==> src/rtl/q_measure_sequencer.sv <==
// Measurement sequencer: loads the DAC with the requested reference current, waits for settling,
// averages 2^LOG2_AVG ADC samples of Q and holds the result until the reference changes.
module q_measure_sequencer #(
    parameter int BUS_WIDTH     = 10,
    parameter int SETTLE_CYCLES = 8,
    parameter int LOG2_AVG      = 2,
    parameter int TIMEOUT       = 255
) (
    input  logic                 clk,
    input  logic                 rst,
    input  logic [BUS_WIDTH-1:0] i_ref,
    input  logic                 adc_valid,
    input  logic [BUS_WIDTH-1:0] adc_data,
    output logic [BUS_WIDTH-1:0] dac_code,
    output logic                 dac_load,
    output logic [BUS_WIDTH-1:0] q_measured,
    output logic                 ready,
    output logic                 adc_timeout
);

    localparam int AW = BUS_WIDTH + LOG2_AVG;
    localparam int SW = (SETTLE_CYCLES > 1) ? $clog2(SETTLE_CYCLES) : 1;
    localparam int TW = $clog2(TIMEOUT + 1);
    localparam int CW = LOG2_AVG + 1;
    localparam int N  = 1 << LOG2_AVG;

    typedef enum logic [1:0] {
        LOAD,
        SETTLE,
        ACQ,
        DONE
    } state_t;

    state_t               state;
    logic [BUS_WIDTH-1:0] ref_q;
    logic [SW-1:0]        settle_cnt;
    logic [CW-1:0]        sample_cnt;
    logic [TW-1:0]        idle_cnt;
    logic [AW-1:0]        acc;
    logic [AW-1:0]        acc_next;
    logic                 ref_changed;

    always_comb begin
        acc_next    = acc + AW'(adc_data);
        ref_changed = (i_ref != ref_q);
    end

    always_ff @(posedge clk or posedge rst) begin
        if (rst) begin
            state       <= LOAD;
            ref_q       <= '0;
            dac_code    <= '0;
            dac_load    <= 1'b0;
            q_measured  <= '0;
            ready       <= 1'b0;
            adc_timeout <= 1'b0;
            settle_cnt  <= '0;
            sample_cnt  <= '0;
            idle_cnt    <= '0;
            acc         <= '0;
        end else begin
            dac_load <= 1'b0;
            case (state)
                LOAD: begin
                    ref_q      <= i_ref;
                    dac_code   <= i_ref;
                    dac_load   <= 1'b1;
                    settle_cnt <= '0;
                    ready      <= 1'b0;
                    state      <= SETTLE;
                end
                SETTLE: begin
                    if (ref_changed) begin
                        ready <= 1'b0;
                        state <= LOAD;
                    end else if (settle_cnt == SW'(SETTLE_CYCLES - 1)) begin
                        acc        <= '0;
                        sample_cnt <= '0;
                        idle_cnt   <= '0;
                        state      <= ACQ;
                    end else begin
                        settle_cnt <= settle_cnt + 1'b1;
                    end
                end
                ACQ: begin
                    // Reference mismatch outranks sample acceptance and timeout on the same edge.
                    if (ref_changed) begin
                        ready <= 1'b0;
                        state <= LOAD;
                    end else if (adc_valid) begin
                        idle_cnt <= '0;
                        if (sample_cnt == CW'(N - 1)) begin
                            q_measured <= BUS_WIDTH'(acc_next >> LOG2_AVG);
                            ready      <= 1'b1;
                            state      <= DONE;
                        end else begin
                            acc        <= acc_next;
                            sample_cnt <= sample_cnt + 1'b1;
                        end
                    end else if (idle_cnt == TW'(TIMEOUT - 1)) begin
                        adc_timeout <= 1'b1;
                        state       <= LOAD;
                    end else begin
                        idle_cnt <= idle_cnt + 1'b1;
                    end
                end
                DONE: begin
                    if (ref_changed) begin
                        ready <= 1'b0;
                        state <= LOAD;
                    end
                end
                default: state <= LOAD;
            endcase
        end
    end

endmodule
==> config.mk <==
export PLATFORM = sky130hd
export DESIGN_NAME = q_measure_sequencer
export DESIGN_NICKNAME = d
export VERILOG_FILES = /design/src/rtl/q_measure_sequencer.sv
export SDC_FILE = /design/constraint.sdc
export NUM_CORES = 1
export LEC_CHECK = 0
export CAP_MARGIN = 20
export CORE_ASPECT_RATIO = 0.75
export CORE_MARGIN = 2
export CORE_UTILIZATION = 40
export DETAILED_ROUTE_END_ITERATION = 16
export PLACE_DENSITY = 0.61
export SLEW_MARGIN = 15
export SYNTH_ARGS = -nofsm -noshare
export SYNTH_HDL_FRONTEND = slang
export SYNTH_SLANG_ARGS = --single-unit
==> constraint.sdc <==
create_clock -name clk -period 2.3 [get_ports clk]
set_input_delay 0.575 -clock clk [delete_from_list [all_inputs] [get_ports clk]]
set_output_delay 0.575 -clock clk [all_outputs]
set_load 0.05 [all_outputs]
==> results of run 1 <==
==> metal layers <==
metal,vias to the layer above,part of all wire
met4,0,0.0075
met5,-,0
li1,1138,-
met2,48,0.44
met1,1103,0.52
met3,4,0.040
==> critical path: stages <==
cell and delay (ns):
clkdlybuf4s50_1 0.49, xnor2_1 0.14, nand4_1 0.19, or3_4 0.38, buf_4 0.23, o31ai_2 0.34, o31ai_4 0.11
==> state kept, by name, indices dropped and copies added (netlist names) <==
name / count
q_measured: 10
settle_cnt: 3
sample_cnt: 3
idle_cnt: 8
dac_load: 1
ready: 1
ref_q: 10
state: 2
adc_timeout: 1
acc: 12
==> cell usage in the layout, fill, tap and decap left out, types with 8 or more instances in the layout <==
cell type and instances:
o21ai_0 18, nand3_1 13, mux2_2 17, ha_1 12, nand2_1 12, dfrtp_1 51
xnor2_1 16, buf_4 40, inv_1 13, a21oi_1 9, o211ai_1 8, clkdlybuf4s50_1 36
==> cell type report <==
class / instances / area (um^2) / share of cell area
timing repair buffer: 88 / 804.5 / 0.2035
sequential: 51 / 1276 / 0.3228
clock buffer: 6 / 72.57 / 0.01835
clock inverter: 2 / 12.51 / 0.003165
tap: 84 / 105.1 / 0.02658
multi-input combinational: 189 / 1630 / 0.4123
inverter: 14 / 52.55 / 0.01329
==> power breakdown <==
part           internal [mW]  switching, mW
Combinational          0.157          0.183
Clock                  0.213          0.300
Sequential             0.915         0.0175
==> cells in the mapped netlist, types with 2 or more instances <==
cell type and instances:
dfrtp_1 51, o21ai_0 18, mux2_2 17, ha_1 16, xnor2_1 16, inv_1 14
nand2_1 13, nand3_1 13, a21oi_1 11, o211ai_1 8, o31ai_1 8, clkbuf_1 7
nand2b_1 7, nor2_1 6, a21o_1 5, nor2b_1 5, o311ai_0 5, a22o_1 4
o31ai_2 4, nand4_1 3, a31oi_1 2, buf_2 2, mux2i_1 2, nor3_1 2
or2_2 2, or3_1 2, xor2_1 2
==> through the flow <==
| step | std cells | power, mW | setup TNS (ns) | hold slack, ns | instance area [um^2] |
|---|---|---|---|---|---|
| after floorplan | 266 | 1.131 | 0 | 0.4496 | 2818 |
| after CTS | 432 | 1.801 | 0 | 0.4823 | 3790 |
| after global placement | 420 | 1.266 | -9.360 | 0.4463 | 3617 |
| final | 434 | 1.786 | 0 | 0.4730 | 3954 |
| after global routing | 434 | 1.884 | -0.01719 | 0.5122 | 3954 |
| after detailed placement | 420 | 1.270 | -11.07 | 0.4593 | 3617 |
==> what timing repair did <==
item / CTS / global route
resized for setup: 15 / 29
pin swaps: 7 / 11
cloned: 0 / 0
setup buffers: 4 / 2
setup endpoints to repair: 16 / 28
==> cell families after synthesis <==
group	count (synthesis)	synth area share
AO/OA/AOI/OAI	73	0.1798
AND/OR/NAND/NOR	62	0.1208
flip-flops	51	0.4529
buffers and inverters	26	0.03730
multiplexers	19	0.07504
XOR/XNOR	18	0.05595
adder cells (fa/ha/maj)	17	0.07815
==> how the worst min path moves through the flow <==
stage                              from             to  slack [ns]  cells past startpoint
after floorplan           sample_cnt[2]  sample_cnt[2]        0.45                      1
after global placement      adc_timeout    adc_timeout        0.45                      2
after detailed placement    adc_timeout    adc_timeout        0.46                      2
after CTS                   adc_timeout    adc_timeout        0.48                      2
after global routing        adc_timeout    adc_timeout        0.51                      2
final                       adc_timeout    adc_timeout        0.47                      2
==> results_dict.tcl, run 1 <==
set metrics [dict create \
    status "finished, final reports clean" \
    grt_pass1_wl_mm 10.86 \
    cts_inserted_buffers 5 \
    worstPathRequired_ns 2.49 \
    synthFlopType "dfrtp_1" \
    crit_type "in2reg" \
    routed_wl_mm 6.577 \
    r2r_end "q_measured[9]" \
    antenna_found_initial 0 \
    synth_top_area_frac 0.4529 \
    initial_core_util 0.4125 \
    relSlewSlack 0.6477 \
    drt-wirelength-per-cell_um 15.15 \
    cellPowerDensity_mw_per_mm2 451.6 \
    avgSynthCellArea_um2 10.59 \
    grt_remaining_overflow 0 \
    hpwl_mm 4.668 \
    async_flop_share 1.000 \
    pin_count 46 \
    met2_usage 0.2580 \
    startpoint "i_ref[7]" \
    met1_usage 0.2624 \
    crit_path_start_kind "input port" \
    fin_nets 389 \
    drive_above_1_share 0.2771 \
    peakVddDrop_v 0.0002696 \
    hold_viol 0 \
    syn_to_final_growth_pct 40.32 \
    p_leak_nw 1.736 \
    vias 2293 \
    coreArea_mm2 0.006832 \
    die_area_mm2 0.007739 \
    fill_cells 607 \
    path_max_fanout 20 \
    grt_pass1_vias 2340 \
    cts_buffer_depth 2 \
    drcViolationCount 0 \
    fin_util 0.5788 \
    root_buffer "clkbuf_8" \
    synthTopCellsByArea "dfrtp_1 45%, ha_1 7.1%, mux2_2 6.8%" \
    hp-class "reg2reg" \
    synth-seq-cells 51 \
    die_y_um 76.69 \
    via_per_inst 5.283 \
    row_count 26 \
    hold_buffers 0 \
    ys_warn_count 0 \
    fin_crit_sh 0.9790 \
    synth-edff-count 0 \
    fin_crit_ns 2.252 \
    clk_pin_slew_ns 0.09 \
    use_met3 0.03829 \
    setup_violations 0 \
    firstDrtPassIters 4 \
    max_freq_ghz 0.4441 \
    r2r_start "acc[1]" \
    cts_tree "done" \
    numClockSinks 51 \
    top_usage_layer "met1" \
    synth.cell_area_mm2 0.002818 \
    fp.dieW_um 100.9 \
    first_iter_violations 104 \
    synth_area_leader_cell "dfrtp_1" \
    worst_pin_slew_ns 0.5268 \
    endpoint_kind "flop" \
    seq_area_frac_synth 0.4529 \
    insertion_delay_ns 0.30 \
    antenna_cells 0 \
    final.setup.worst_slack_ns 0.04822 \
    syn-num-nets 306 \
    drv_cap 0 \
    port_buffers 45 \
    slew_viol_final 0 \
    r2r_slack_ns 0.22 \
    drtAntennaViolNets 0 \
    cp-endpoint "idle_cnt[5]" \
    syn_inst 266 \
    skew_ns 0.004633 \
    gp_congestion 0.7997 \
    cp.arrival_ns 2.44 \
    synth_cell_types 48 \
    grt_usage 0.1749 \
    post-place-ws_ns -0.4963 \
    h-tree-depth 2 \
    r2r_cells 6 \
    grt_max_degree 23 \
]
Power figures use the tool's default switching activity.
==> inputs of run 2 (changes only) <==
Settings changed: GPL_ROUTABILITY_DRIVEN from default to 1.
==> results of run 2 <==
Same layout as run 1: the final DEF is identical, and so are final timing and power.
